**src/rtl/mips_pkg.sv**
```systemverilog
// rtl/mips_pkg.sv - shared pipeline constants and helpers for fetch, decode and control
package mips_pkg;

    // PC loaded by reset; also the first fetch address after reset release.
    localparam logic [31:0] PC_RESET = 32'h0000_3000;

    // Next-PC select codes driven by the ID-stage decoder.
    localparam int          NPC_OP_W = 2;
    localparam logic [1:0]  NPC_SEQ  = 2'b00;
    localparam logic [1:0]  NPC_BR   = 2'b01;
    localparam logic [1:0]  NPC_J    = 2'b10;
    localparam logic [1:0]  NPC_JR   = 2'b11;

    // Sign-extended, word-scaled branch offset.
    function automatic logic [31:0] br_offset(input logic [15:0] imm16);
        return {{14{imm16[15]}}, imm16, 2'b00};
    endfunction

endpackage

```
**src/rtl/fetch_unit_npc.sv**
```systemverilog
// rtl/fetch_unit_npc.sv - combinational next-PC select and address adders
module npc
    import mips_pkg::*;
#(
    parameter int NPC_W = 2
) (
    input  logic [31:0]      i_pc,
    input  logic [31:0]      i_id_pc,
    input  logic [NPC_W-1:0] i_npc_op,
    input  logic             i_br_true,
    input  logic [15:0]      i_imm16,
    input  logic [25:0]      i_instr_index,
    input  logic [31:0]      i_jr_target,
    output logic [31:0]      o_npc
);

    logic [31:0] w_pc4;
    logic [31:0] w_br_target;
    logic [31:0] w_j_target;

    // All sums wrap modulo 2^32; there is intentionally no overflow flag.
    assign w_pc4       = i_pc + 32'd4;
    // Branch target is relative to the branch's own slot (id_pc), not the fetch PC.
    assign w_br_target = i_id_pc + 32'd4 + br_offset(i_imm16);
    assign w_j_target  = {i_id_pc[31:28], i_instr_index, 2'b00};

    // Select the next PC; an untaken branch falls through exactly like seq.
    always_comb begin
        o_npc = w_pc4;
        if (i_npc_op == NPC_W'(NPC_BR)) begin
            o_npc = i_br_true ? w_br_target : w_pc4;
        end else if (i_npc_op == NPC_W'(NPC_J)) begin
            o_npc = w_j_target;
        end else if (i_npc_op == NPC_W'(NPC_JR)) begin
            // jr targets are passed through unaligned; imem sees whatever rs held.
            o_npc = i_jr_target;
        end
    end

endmodule

```
**src/rtl/fetch_unit.sv**
```systemverilog
// rtl/fetch_unit.sv - IF stage: PC register, next-PC selection and IF/ID register
module fetch_unit #(
    parameter logic [31:0] PC_RESET = mips_pkg::PC_RESET,
    parameter int          NPC_W    = 2
) (
    input  logic             clk,
    input  logic             reset,
    input  logic             stall,
    input  logic [NPC_W-1:0] npc_op,
    input  logic             br_true,
    input  logic [15:0]      imm16,
    input  logic [25:0]      instr_index,
    input  logic [31:0]      jr_target,
    output logic [31:0]      imem_addr,
    input  logic [31:0]      imem_rdata,
    output logic [31:0]      id_instr,
    output logic [31:0]      id_pc,
    output logic [31:0]      id_pc8
);

    logic [31:0] r_pc;
    logic [31:0] r_id_instr;
    logic [31:0] r_id_pc;
    logic [31:0] w_npc;

    npc #(
        .NPC_W (NPC_W)
    ) u_npc (
        .i_pc          (r_pc),
        .i_id_pc       (r_id_pc),
        .i_npc_op      (npc_op),
        .i_br_true     (br_true),
        .i_imm16       (imm16),
        .i_instr_index (instr_index),
        .i_jr_target   (jr_target),
        .o_npc         (w_npc)
    );

    // PC and IF/ID advance together; a stall freezes both, so a redirect decoded
    // during the stall is simply re-evaluated once the stall lifts. The slot
    // fetched alongside a taken redirect enters IF/ID normally (delay slot).
    always_ff @(posedge clk or negedge reset) begin
        if (!reset) begin
            r_pc       <= PC_RESET;
            r_id_instr <= 32'h0;
            r_id_pc    <= PC_RESET;
        end else if (!stall) begin
            r_pc       <= w_npc;
            r_id_instr <= imem_rdata;
            r_id_pc    <= r_pc;
        end
    end

    assign imem_addr = r_pc;
    assign id_instr  = r_id_instr;
    assign id_pc     = r_id_pc;
    assign id_pc8    = r_id_pc + 32'd8;

endmodule

```
**config.mk**
```make
export PLATFORM = sky130hd
export DESIGN_NAME = fetch_unit
export DESIGN_NICKNAME = d
export VERILOG_FILES = /design/src/rtl/mips_pkg.sv /design/src/rtl/fetch_unit_npc.sv /design/src/rtl/fetch_unit.sv
export SDC_FILE = /design/constraint.sdc
export NUM_CORES = 1
export LEC_CHECK = 0
export CAP_MARGIN = 10
export CELL_PAD_IN_SITES_DETAIL_PLACEMENT = 1
export CELL_PAD_IN_SITES_GLOBAL_PLACEMENT = 1
export CORE_MARGIN = 5
export CORE_UTILIZATION = 36
export CTS_BUF_LIST = sky130_fd_sc_hd__clkbuf_8
export DETAILED_ROUTE_END_ITERATION = 12
export PLACE_DENSITY = 0.91
export SETUP_SLACK_MARGIN = 0.15
export SLEW_MARGIN = 20
export SYNTH_ARGS = -nofsm -noshare
export SYNTH_HDL_FRONTEND = slang
export SYNTH_SLANG_ARGS = --single-unit
```
**constraint.sdc**
```tcl
create_clock -name clk -period 4 [get_ports clk]
set_input_delay 0.4 -clock clk [delete_from_list [all_inputs] [get_ports clk]]
set_output_delay 0.4 -clock clk [all_outputs]
set_load 0.05 [all_outputs]
```
==> results.cfg <==
[run_status]
status = completed

[clock_network]
numCtsBuffers = 9
clock-root-buffer = clkbuf_8
cts.sink_count = 96
htreeDepth = 3
hold_buffers = 0
insertion_delay_ns = 0.40
postCtsSetupRepairBufs = 0
clkTransAtPathRegs_ns = 0.11
tritoncts = done
clockBufferDepth = 2

[detailed_routing]
routedWlPerCell_um = 21.6
via_per_inst = 5.54
dr.pass1.iters = 5
drt-initial-drc-count = 454
ant_nets = 0
drc = 0
vias = 7182
wl_mm = 28.0

[global_route]
antenna_found_initial = 3
grt_pass1_vias = 7897
grt_max_degree = 71
grtUsageTotal_pct = 23.3
overflow = 0
grt_pass1_wl_mm = 44.3

[synth]
async_flop_share_pct = 100
ys_ff_latch = 96
synth_edf_count = 0
synth_fp_nets = 960
syn_area_per_cell_um2 = 9.45
synthAdderAreaFrac_pct = 10.2
synth_xor_area_share_pct = 8.00
ys.flop_type = dfrtp_1
synth_cell_types = 64
yosys_warnings = 0
yosysSeqAreaShare_pct = 32.3
synthesis.instances = 788
synth_compound_area_share_pct = 14.6
yosys.area_share.simple_pct = 15.9
synth.area.mux_share_pct = 15.9
synth_area_um2 = 7450
synth_top_family_by_area = simple AND/OR/NAND/NOR gates

[setup_path]
worst-setup-path-type = register to register
startpoint_type = register
worstPathArrival_ns = 3.91
cp_max_fo = 6
timing.critical_path.mode_cell = ha_1
cpPeakStageDelay_ns = 0.67
critPathCaptureType = register
cpMaxStageDelayCell = o311ai_0
path_cells = ha_1, ha_1, a21oi_2, o21ai_1, o311ai_0, a221oi_1, a21oi_1, o211ai_1, a311oi_1, o31ai_1
critPathRequiredTime_ns = 4.28

[place]
place_ws_ns = 0.163
gp_congestion = 0.942
dp_hpwl_mm = 21.9
dp_cells = 1278
portBuffers = 239

[sta]
max_freq_ghz = 0.275
rsz0062_at_grt = false
relSlewSlack_pct = 36.7
drv_slew = 0
worstMarginPinSlew_ns = 0.950
worst_slack_ns = 0.368
setup_tns_ns = 0
min_period_ns = 3.63
hold_viol_final = 0
skew_ns = 0.0122
fin_crit_sh_pct = 90.8
whs_ns = 0.111
setup-violations-final = 0

[job]
max_cap_violations = 0

[power]
leakage_nw = 4.33
p_seq_share_pct = 26.6
power.density_nw_per_um2 = 554
net-switching-power_mw = 2.95
pwr-share-clk_pct = 12.0
p_sw_share_pct = 51.5
combPwrFrac_pct = 61.4
p_int_mw = 2.78
peakVddDrop_mv = 0.242

[floorplan]
die_y_um = 154
io_pins = 240
die_x_um = 154
fp-row-count = 52
die_area_um2 = 23700
fp.coreArea_um2 = 20300
start_util_pct = 36.7

[layout]
fin_cells = 1296
fill_cells = 2316
drive_gt1_share_pct = 14.5
fin_util_pct = 50.9
fin_nets = 1191
synthToLayoutAreaGrowth_pct = 38.7

[hold_path]
hold_class = input port to asynchronous set/reset pin
-- path summary, 6_finish.rpt --
| path | start | endpoint | slack [ns] | cells after the start |
|---|---|---|---|---|
| setup / recovery | id_pc[7] | imem_addr[18] | 0.37 | 10 |
| hold / removal | reset | id_instr[30] | 0.11 | 1 |
| setup reg to reg | id_pc[7] | imem_addr[18] | 0.37 | 10 |
| hold reg to reg | id_instr[23] | id_instr[23] | 0.52 | 1 |
| max in group asynchronous | reset | id_pc[13] | 2.90 | 2 |
| min in group clk | id_instr[23] | id_instr[23] | 0.52 | 1 |
-- area by class of cell --
type | count | area, µm² | area share, %
timing repair buffer | 257 | 2490 | 24.1
multi-input combinational | 634 | 4810 | 46.6
tap | 270 | 338 | 3.27
clock inverter | 7 | 73.8 | 0.715
sequential | 96 | 2410 | 23.3
antenna | 2 | 5.00 | 0.0484
inverter | 21 | 78.8 | 0.763
clock buffer | 9 | 124 | 1.20
-- cells by family after synthesis --
logic type	Yosys count
AND/OR/NAND/NOR	238
AO/OA/AOI/OAI	171
multiplexers	97
flip-flops	96
XOR/XNOR	68
adder cells (fa/ha/maj)	60
buffers and inverters	58
-- critical path, delay by kind of cell (launching register included) --
kind	cells	cell delay [ns]
AOI/OAI and AO/OA	8	2.34
adders and majority gates	2	0.68
DFF	1	0.49
-- power by group through the flow --
stage,Clock (mW),Combinational (mW),Sequential (mW)
floorplan,0,1.71,2.12
global placement,0,3.42,1.53
detailed placement,0,3.51,1.54
CTS,0.697,3.53,1.52
global route,0.736,3.74,1.57
finish,0.687,3.52,1.52
-- cells in the final DEF (no fill, tap or decap), types with 9 or more instances in the layout --
master and instances:
clkdlybuf4s50_1 226, dfrtp_1 92, nand2_1 77, mux2_2 76
ha_1 59, o21ai_0 51, nor2_1 46, xnor2_1 40
a21oi_1 40, nand3_1 34, xor2_1 28, buf_4 27
inv_1 21, nor3_1 16, nand4_1 11, mux2i_1 11
and3_1 10, nor2b_1 10, a21o_1 10, mux4_2 9
clkbuf_8 9
-- synth_stat cells (6+ instances only) --
library cell   n  share of area [%]
nand2b_1       7               0.59
ha_1          59                9.9
nand3_1       34                2.3
and3_1        10               0.84
clkbuf_1      27                1.4
a22oi_1        6               0.60
nand4_1       11               0.92
a21oi_1       40                2.7
o211ai_1       7               0.71
inv_1         21                1.1
xor2_1        28                3.3
nor2b_1       11               0.92
mux2_2        76                 11
a21o_1        10                1.0
mux2i_1       11                1.5
mux4_2         9                2.7
o21ai_0       51                3.4
o31ai_1        7               0.71
xnor2_1       40                4.7
nor3_1        16                1.1
nand2_1       77                3.9
nor2_1        46                2.3
dfrtp_1       92                 31
-- flip-flops by register name (all words and copies together), names as in the netlist --
name	count
imem_addr	32
id_instr	32
id_pc	32
-- timing repair --
| item | in CTS | in global routing |
|---|---|---|
| pin swaps | 0 | 0 |
| resized for setup | 2 | 1 |
| setup endpoints to repair | 2 | 4 |
| endpoints found under the hold margin | 0 | 0 |
-- routing by layer --
layer	share of wire [%]	GRT usage, %	routed length [µm]
met1	41	28.6	11500
met2	50	40.5	13900
met3	7.3	6.21	2050
met4	1.9	6.48	545
met5	0.039	0	11
-- through the flow --
step	total power, mW	area, µm²
detailed placement	5.05	10100
floorplan	3.83	7450
global placement	4.94	10100
finish	5.73	10300
CTS	5.75	10300
global route	6.04	10300
(Power assumes the default switching activity.)
